**src/rtl/cp0_exc_unit.sv**
```systemverilog
// CP0 exception unit: BadVAddr/Count/Compare/Status/Cause/EPC registers,
// prioritised exception entry, ERET return, timer interrupt and MFC0/MTC0 access.
module cp0_exc_unit #(
   parameter logic [31:0] EXC_VECTOR = 32'hbfc00380,
   parameter logic        BEV_RESET  = 1'b1
) (
   input  logic        clk,
   input  logic        resetn,
   input  logic        commit_valid,
   input  logic [31:0] commit_pc,
   input  logic        commit_bd,
   input  logic [31:0] commit_badaddr,
   input  logic        exc_adel_if,
   input  logic        exc_ri,
   input  logic        exc_ov,
   input  logic        exc_sys,
   input  logic        exc_bp,
   input  logic        exc_adel,
   input  logic        exc_ades,
   input  logic        eret,
   input  logic [5:0]  hw_int,
   input  logic        mtc0_we,
   input  logic [4:0]  c0_addr,
   input  logic [31:0] c0_wdata,
   output logic [31:0] c0_rdata,
   output logic        flush,
   output logic [31:0] flush_pc,
   output logic        int_pending
);

   typedef enum logic [4:0] {
      EXC_INT  = 5'd0,
      EXC_ADEL = 5'd4,
      EXC_ADES = 5'd5,
      EXC_SYS  = 5'd8,
      EXC_BP   = 5'd9,
      EXC_RI   = 5'd10,
      EXC_OV   = 5'd12
   } exc_code_e;

   typedef enum logic [1:0] {
      BAD_HOLD,
      BAD_PC,
      BAD_DATA
   } bad_src_e;

   logic [31:0] badvaddr;
   logic [31:0] count;
   logic [31:0] compare;
   logic [31:0] epc;
   logic        count_tog;
   logic [7:0]  im;
   logic        exl;
   logic        ie;
   logic        cause_bd;
   logic        cause_ti;
   logic [5:0]  ip_hw;
   logic [1:0]  ip_sw;
   exc_code_e   exc_code;

   logic [31:0] status_word;
   logic [31:0] cause_word;
   logic        exc_any;
   exc_code_e   exc_sel;
   bad_src_e    bad_src;
   logic        exc_taken;
   logic        eret_take;
   logic        c0_wr;
   logic        count_wr;
   logic        compare_wr;
   logic        status_wr;
   logic        cause_wr;
   logic        epc_wr;

   assign status_word = {9'b0, BEV_RESET, 6'b0, im, 6'b0, exl, ie};
   assign cause_word  = {cause_bd, cause_ti, 14'b0, ip_hw, ip_sw, 1'b0, exc_code, 2'b0};
   assign int_pending = ie & ~exl & (|({ip_hw, ip_sw} & im));

   always_comb begin
      exc_any = 1'b1;
      exc_sel = EXC_INT;
      bad_src = BAD_HOLD;
      if (int_pending) begin
         exc_sel = EXC_INT;
      end else if (exc_adel_if) begin
         exc_sel = EXC_ADEL;
         bad_src = BAD_PC;
      end else if (exc_ri) begin
         exc_sel = EXC_RI;
      end else if (exc_ov) begin
         exc_sel = EXC_OV;
      end else if (exc_sys) begin
         exc_sel = EXC_SYS;
      end else if (exc_bp) begin
         exc_sel = EXC_BP;
      end else if (exc_adel) begin
         exc_sel = EXC_ADEL;
         bad_src = BAD_DATA;
      end else if (exc_ades) begin
         exc_sel = EXC_ADES;
         bad_src = BAD_DATA;
      end else begin
         exc_any = 1'b0;
      end
   end

   assign exc_taken  = commit_valid & exc_any;
   assign eret_take  = commit_valid & eret & ~exc_taken;
   assign c0_wr      = commit_valid & mtc0_we & ~exc_taken;
   assign count_wr   = c0_wr && (c0_addr == 5'd9);
   assign compare_wr = c0_wr && (c0_addr == 5'd11);
   assign status_wr  = c0_wr && (c0_addr == 5'd12);
   assign cause_wr   = c0_wr && (c0_addr == 5'd13);
   assign epc_wr     = c0_wr && (c0_addr == 5'd14);

   always_comb begin
      case (c0_addr)
         5'd8:    c0_rdata = badvaddr;
         5'd9:    c0_rdata = count;
         5'd11:   c0_rdata = compare;
         5'd12:   c0_rdata = status_word;
         5'd13:   c0_rdata = cause_word;
         5'd14:   c0_rdata = epc;
         default: c0_rdata = '0;
      endcase
   end

   always_ff @(posedge clk) begin
      if (!resetn) begin
         badvaddr  <= '0;
         count     <= '0;
         compare   <= '0;
         epc       <= '0;
         count_tog <= 1'b0;
         im        <= '0;
         exl       <= 1'b1;
         ie        <= 1'b0;
         cause_bd  <= 1'b0;
         cause_ti  <= 1'b0;
         ip_hw     <= '0;
         ip_sw     <= '0;
         exc_code  <= EXC_INT;
         flush     <= 1'b0;
         flush_pc  <= '0;
      end else begin
         count_tog <= ~count_tog;
         if (count_wr)
            count <= c0_wdata;
         else if (count_tog)
            count <= count + 32'd1;

         // Compare write clears TI even when this edge would also see a match
         if (compare_wr) begin
            compare  <= c0_wdata;
            cause_ti <= 1'b0;
         end else if (count == compare) begin
            cause_ti <= 1'b1;
         end

         ip_hw <= {hw_int[5] | cause_ti, hw_int[4:0]};

         if (status_wr) begin
            im  <= c0_wdata[15:8];
            exl <= c0_wdata[1];
            ie  <= c0_wdata[0];
         end
         if (cause_wr)
            ip_sw <= c0_wdata[9:8];
         if (epc_wr)
            epc <= c0_wdata;

         flush <= exc_taken | eret_take;
         if (exc_taken) begin
            exl      <= 1'b1;
            exc_code <= exc_sel;
            flush_pc <= EXC_VECTOR;
            if (!exl) begin
               epc      <= commit_bd ? commit_pc - 32'd4 : commit_pc;
               cause_bd <= commit_bd;
            end
            case (bad_src)
               BAD_PC:   badvaddr <= commit_pc;
               BAD_DATA: badvaddr <= commit_badaddr;
               default:  ;
            endcase
         end else if (eret_take) begin
            exl      <= 1'b0;
            flush_pc <= epc;
         end
      end
   end

endmodule

```
**config.mk**
```make
export PLATFORM = sky130hd
export DESIGN_NAME = cp0_exc_unit
export DESIGN_NICKNAME = d
export VERILOG_FILES = /design/src/rtl/cp0_exc_unit.sv
export SDC_FILE = /design/constraint.sdc
export NUM_CORES = 1
export LEC_CHECK = 0
export BUFFER_PORTS_ARGS = -buffer_cell sky130_fd_sc_hd__buf_2
export CORE_MARGIN = 2
export CORE_UTILIZATION = 45
export CTS_CLUSTER_DIAMETER = 100
export DETAILED_ROUTE_END_ITERATION = 12
export PLACE_DENSITY_LB_ADDON = 0.12
export SYNTH_ARGS = -nofsm -noshare
export SYNTH_HDL_FRONTEND = slang
export SYNTH_SLANG_ARGS = --single-unit
```
**constraint.sdc**
```tcl
create_clock -name clk -period 8 [get_ports clk]
set_input_delay 1.2 -clock clk [delete_from_list [all_inputs] [get_ports clk]]
set_output_delay 1.2 -clock clk [all_outputs]
set_load 0.03 [all_outputs]
```
* Word level (Yosys, flattened, before mapping) *
Cells that the tools add are included.

storage, ports and cells
  bits in registers = 187
  latch bits = 0
  memory bits (writable) = 0
  bits in read-only memories = 0
  input port bits = 120
  output and inout bits = 66
  memories = 0

operators by class
  $add $sub $neg = 2
  multiply operators = 0
  div/mod/pow operators = 0
  order comparisons = 0
  eq/ne operators = 9
  shift-type cells = 0
  mux-type cells = 36
  bitwise logic cells = 14
  reductions and logical operators = 14

operators by type and width
  kind                                                 count
  2-to-1 mux 32 bit                                    8
  case mux 32 bit (6 select lines)                     1
  case mux 32 bit (2 select lines)                     1
  adder 32 x 1 -> 32 bit, second input constant        1
  equality test 32 bit                                 1
  subtractor 32 x 3 -> 32 bit, second input constant   1
  equality test 5 x 4 -> 1 bit, second input constant  6
  2-to-1 mux 4 bit                                     6
  2-to-1 mux 2 bit                                     8
  2-to-1 mux 1 bit                                     10
  AND 8 bit                                            1
  nonzero test 2 bit                                   4
  OR reduction 8 bit                                   1
  AND 1 bit                                            7
  2-to-1 mux 3 bit                                     2
  logical AND 1 bit                                    5
  NOT 1 bit                                            4
  AND reduction 2 bit                                  2
  OR reduction 2 bit                                   2
  equality test 2 x 1 -> 1 bit, second input constant  1
  equality test 2 bit, second input constant           1
  OR 1 bit                                             2

* Logic depth before layout (Yosys ltp) *
Gate-level depths: netlist (run 1).

  depth in word-level cells = 15
  mapped depth = 10
  depth with buffers taken out = 8

* Least setup slack after synthesis (run 1) *
Ideal clock, no wire load.

  path type = input to output
  start = input port c0_addr[2]
  end = output port c0_rdata[15]
  arrival time = 2701 ps
  required time = 6800 ps
  slack = 4099 ps
  stages = 5
  buffers on the path = 1
  path through = or3b_2 > nor3_1 > clkbuf_1 > a22oi_1 > nand3_1

between the ends
  longest elaborated chain between the ends = 2

RTL lines
  element                             line  RTL
  from (decl)                         23    input logic [4:0] c0_addr,
  equality test 5 x 4 -> 1 bit        117   case (c0_addr)
  case mux 32 bit (6 select lines) *  117
  to (decl)                           25    output logic [31:0] c0_rdata,

Mark *: on every way between the ends. The rest lies on a longest branch, timed or not.

* Worst setup path in the final report (run 1) *
  start = input port c0_addr[2]
  end = output port c0_rdata[5]

Same word-level chain as after synthesis.

==> results of run 1 <==
==> per-stage QoR <==
stage / instance area (µm²) / util [%]
finish: 11300 / 53.6
detailed placement: 10700 / 50.8
global placement: 10700 / 50.8
floorplan: 9700 / -
CTS: 11300 / 53.6
global route: 11300 / 53.6
==> metal layers <==
layer  track usage, %  wire length, µm
met3             9.10             4050
met2             46.9            15700
met5                0                0
met4             6.87              546
met1             45.5            15400
==> critical path: stages <==
cell and delay [ns]:
buf_2 0.10, or3b_2 0.52, nor3_2 0.12, buf_4 0.39
a222oi_1 0.19, nand2_1 0.17, buf_2 0.22
==> state kept, by name (all words and copies together) (netlist names) <==
register	flops
im	8
badvaddr	32
count_tog	1
compare	32
exl	1
ip_sw	2
flush	1
count	32
exc_code	4
flush_pc	32
epc	32
ie	1
ip_hw	6
cause_ti	1
cause_bd	1
==> power by group through the flow <==
stage	sequential [W]	clock, W	combinational [W]
6_report	0.000972	0.000858	0.000177
5_1_grt	0.000973	0.000911	0.000192
4_1_cts	0.000970	0.000866	0.000175
3_5_place_dp	0.000991	0	0.000174
3_3_place_gp	0.000992	0	0.000174
2_1_floorplan	0.000986	0	0.0000842
==> final cells by class <==
cell class	count	area, µm²	area share, %
repair buffers	199	1030	9.15
well taps	275	344	3.05
clock inverters	15	153	1.35
clock buffers	17	425	3.77
inverters	8	30.0	0.266
flip-flops and latches	186	3720	33.0
multi-input cells	891	5580	49.4
==> layout by cell type (no fill, tap or decap), types with 10 or more instances in the layout <==
cell type and instances:
clkbuf_16 17, xor2_1 16, nand2_1 179, mux2i_1 49, and4_1 10, o221a_2 12, o21ai_0 68, buf_2 184
xnor2_1 61, nor4_1 25, dfxtp_1 186, nand3_1 57, a22oi_1 62, a211oi_1 49, nor3_1 22, a31oi_1 24
nand4_1 28, nor2_1 72, buf_4 15, a21oi_1 48
==> cells by family after synthesis <==
family	count (synthesis)
flip-flops	186
multiplexers	49
buffers and inverters	105
adder cells (fa/ha/maj)	3
AO/OA/AOI/OAI	316
XOR/XNOR	77
AND/OR/NAND/NOR	446
==> worst max path at each step <==
stage,from,to,slack [ns]
4_1_cts,c0_addr[2],c0_rdata[5],3.92
5_1_grt,c0_addr[2],c0_rdata[5],3.86
3_5_place_dp,c0_addr[2],c0_rdata[5],3.92
6_report,c0_addr[2],c0_rdata[5],3.88
3_3_place_gp,c0_addr[2],c0_rdata[5],3.94
2_1_floorplan,c0_addr[2],c0_rdata[15],4.10
==> impl_metrics.toml, run 1 <==
[global_route]
grt_pass1_vias = 8752
grt_antenna_before_repair = 0
grt_first_pass_wirelength_um = 53300
grt.total_usage_pct = 31.6
globalRouteOverflowTotal = 0
grt_max_degree = 101

[worst_setup_path]
critical_path_arrival_ns = 2.92
path_max_fanout = 32
r2r_start = "im[1]$_SDFFE_PN0P_"
reg2reg_slack_ns = 4.51
endpoint_kind = "output port"
r2r-end = "badvaddr[17]$_SDFFE_PN0P_"
start_kind = "primary input"
critPathRequiredTime_ns = 6.80
path_class = "in2out"
reg2regPathDepth = 7

[sta]
min_period_ns = 4.12
tightest_slew_ns = 1.18
fin_crit_sh_pct = 51.5
rsz0062_at_grt = "false"
fin_ws_ns = 3.88
hold_slack_ns = 0.458
drv_slew = 0
finalSetupTns_ns = 0
finalHoldViolCount = 0
setup_viol = 0
relSlewSlack_pct = 21.6
fmax_mhz = 243
skew_ns = 0.00764

[clocking]
root_buffer = "clkbuf_16"
htree_levels = 4
clock_path_buffers = 2
cts_tree = "done"
cts_num_sinks = 186
cts-buffers-inserted = 17
worstSkewPairLatency_ns = 0.44
cts_resized = 0
hold_buffers = 0
cts_setup_buffers = 0
clk_pin_slew_ns = 0.07

[synth]
synth_commonest_cells = "dfxtp_1, nand2_1, clkbuf_1"
yosysTopAreaCell = "dfxtp_1"
ys_top_cells_by_area = "dfxtp_1, nand2_1, xnor2_1, mux2i_1, a22oi_1"
yosysMostFrequentCell = "dfxtp_1"
yosys-mux-area-fraction_pct = 5.06
async_reset_ff_share_pct = 0
yosysSeqAreaShare_pct = 38.4
syn_nets = 1305
synthesis.area_mm2 = 0.00970
synth-compound-area-share_pct = 22.4
synth_edf_count = 0
syn_area_per_cell_um2 = 8.20
synth_seq_cells = 186
synthXorXnorAreaFrac_pct = 6.96
synth_top_family_by_area = "compound AO/OA/AOI/OAI gates"
synth_cells = 1182
synth-adder-area-share_pct = 0.387
synth-main-ff-cell = "dfxtp_1"
synthSimpleGateAreaFrac_pct = 22.4
yosysUniqueCellTypes = 58
ys_warn_count = 0
synth_top_area_share_pct = 38.4

[die]
row_count = 53
die_area_mm2 = 0.0227
core-area_mm2 = 0.0211
pin_count = 186
initial_utilization_pct = 46.0
die_h_um = 151
die_x_um = 151

[status]
outcome = "complete, no violations"

[power_and_ir_drop]
switching_share_pct = 27.7
power_frac_seq_pct = 48.4
leakagePower_nw = 4.07
p_per_area_mw_per_mm2 = 178
peakVddDrop_mv = 0.0926
power_w = 0.00201
combPwrFrac_pct = 8.8
p_int_w = 0.00145
clockPowerShare_pct = 42.8
switchingPower_w = 0.000555

[min_path]
min_from = "flush_pc[15]$_SDFFE_PP0P_"
whs_path_depth = 2
hold_end = "flush_pc[15]$_SDFFE_PP0P_"
worstHoldPathType = "reg2reg"

[place]
globalplace.congestion = 0.940
pre_cts_ws_ns = 3.92
numPortBuffers = 185
hpwl_um = 26300
dp.cells = 1559

[drt]
vias_per_cell = 6.08
drt-initial-drc-count = 977
ant_nets = 0
drc = 0
vias = 9668
drtPass1Iterations = 9
drt_wl_total_um = 35700
wl_per_cell_um = 22.4

[final_layout]
fillers = 2032
n_antenna_cell = 0
area_growth_pct = 16.5
fin_nets = 1426
drive_gt1_share_pct = 20.4
fin_cells = 1591

[job]
drv_cap = 0
No activity file was read; power rests on OpenSTA's default activity.
==> run 2, diff against run 1 <==
==> constraint.sdc (replaced) <==
create_clock -name clk -period 3.8 [get_ports clk]
set_input_delay 0.57 -clock clk [delete_from_list [all_inputs] [get_ports clk]]
set_output_delay 0.57 -clock clk [all_outputs]
set_load 0.03 [all_outputs]
==> run 2 against run 1 <==
Against the previous run: clock power increased by 110%; routed wire length down 2.4%; non-clock buffer count increased by 11; critical path depth stayed put; register-to-register slack lost 3.6 ns; die area unchanged; combinational power rose by 120%; design area is 1.0% higher; sequential cell count stayed put; clock-buffer cell count did not move; critical path type unchanged; critical endpoint is now c0_rdata[14].
==> impl_metrics.toml, run 2 (synthesized netlist as in run 1, its figures left out) <==
[power_and_ir_drop]
switchingPower_w = 0.00119
clockPowerShare_pct = 43.2
combPwrFrac_pct = 8.9
leakagePower_nw = 4.14
p_int_w = 0.00307
peakVddDrop_mv = 0.240
power_frac_seq_pct = 47.9
switching_share_pct = 27.9
p_per_area_mw_per_mm2 = 373

[worst_setup_path]
start_kind = "primary input"
critPathRequiredTime_ns = 3.23
path_max_fanout = 32
critical_path_arrival_ns = 2.36
path_class = "in2out"
reg2regPathDepth = 9
endpoint_kind = "output port"

[sta]
finalSetupTns_ns = 0
finalHoldViolCount = 0
rsz0062_at_grt = "false"
fmax_mhz = 342
drv_slew = 0
skew_ns = 0.0103
min_period_ns = 2.93
setup_viol = 0
fin_crit_sh_pct = 77.0
relSlewSlack_pct = 32.5
tightest_slew_ns = 1.01

[clocking]
clock_path_buffers = 2
root_buffer = "clkbuf_16"
htree_levels = 4
cts_num_sinks = 186
hold_buffers = 0
cts-buffers-inserted = 17
clk_pin_slew_ns = 0.08
cts_tree = "done"
cts_setup_buffers = 0
cts_resized = 0
worstSkewPairLatency_ns = 0.45

[die]
pin_count = 186
row_count = 53
die_x_um = 151
die_h_um = 151
initial_utilization_pct = 46.0
die_area_mm2 = 0.0227
core-area_mm2 = 0.0211

[min_path]
worstHoldPathType = "in2reg"
whs_path_depth = 2

[status]
outcome = "complete, no violations"

[final_layout]
layout_common_cells = "dfxtp_1, buf_2, nand2_1"
fin_nets = 1437
fillers = 2053
drive_gt1_share_pct = 21.0
fin_cells = 1602
final_common_cell = "dfxtp_1"
area_growth_pct = 17.7
n_antenna_cell = 0

[drt]
vias_per_cell = 6.11
vias = 9790
drt_wl_total_um = 34800
ant_nets = 0
drtPass1Iterations = 7
drt-initial-drc-count = 1203
wl_per_cell_um = 21.7
drc = 0

[place]
hpwl_um = 25800
dp.cells = 1570
numPortBuffers = 185
globalplace.congestion = 0.946

[global_route]
globalRouteOverflowTotal = 0
grt_max_degree = 97
grt.total_usage_pct = 30.7
grt_pass1_vias = 8741
grt_antenna_before_repair = 0
grt_first_pass_wirelength_um = 52500

[job]
drv_cap = 0
[run 2: changes by cell type in the layout (fill, tap and decap cells not counted)]
cell	previous run	this run
inv_8	4	3
clkinv_8	0	2
inv_6	5	7
clkinv_2	2	0
buf_4	15	25
clkinvlp_4	2	1
buf_12	0	1
[run 2: cell type report]
class,count,area [µm²],area share (%)
clock buffers,17,425,3.73
clock inverters,15,174,1.52
inverters,8,30.0,0.263
multi-input cells,891,5580,48.9
flip-flops and latches,186,3720,32.6
well taps,275,344,3.02
repair buffers,210,1130,9.89
[run 2: power by group through the flow]
stage                     registers, W  clock network [W]  logic (W)
after floorplan                0.00208                  0   0.000177
final                          0.00204            0.00184   0.000381
after CTS                      0.00204            0.00185   0.000374
after global routing           0.00204            0.00193   0.000411
after global placement         0.00208                  0   0.000370
after detailed placement       0.00208                  0   0.000372
[run 2: routing by layer]
metal / vias to the layer above / global-route usage [%] / wire [µm]
met5: - / 0 / 0
met3: 41 / 5.33 / 3570
li1: 4641 / - / -
met1: 4574 / 46.4 / 15500
met4: 0 / 7.29 / 552
met2: 534 / 45.4 / 15200
[run 2: worst paths after layout]
check                            start                   endpoint  slack, ns
max                         c0_addr[2]               c0_rdata[14]       0.87
min                          hw_int[1]        ip_hw[1]$_SDFF_PN0_       0.33
max reg2reg         im[1]$_SDFFE_PN0P_   badvaddr[4]$_SDFFE_PN0P_       0.90
min reg2reg  flush_pc[12]$_SDFFE_PP0P_  flush_pc[12]$_SDFFE_PP0P_       0.46
[run 2: metrics by stage]
| stage | worst slack (ns) | util (%) | hold WS (ns) | power, W | area (µm²) |
|---|---|---|---|---|---|
| CTS | 0.919 | 54.1 | 0.323 | 0.00426 | 11400 |
| global placement | 0.656 | 51.3 | 0.444 | 0.00245 | 10800 |
| global route | 0.764 | 54.1 | 0.324 | 0.00438 | 11400 |
| floorplan | 0.665 | - | 0.431 | 0.00225 | 9700 |
| finish | 0.875 | 54.1 | 0.326 | 0.00426 | 11400 |
| detailed placement | 0.670 | 51.3 | 0.451 | 0.00246 | 10800 |
[run 2: critical path: stages]
cell     delay, ns
buf_2         0.10
or3b_2        0.51
nor3_2        0.13
buf_4         0.40
a22oi_1       0.27
nand3_1       0.14
buf_2         0.21
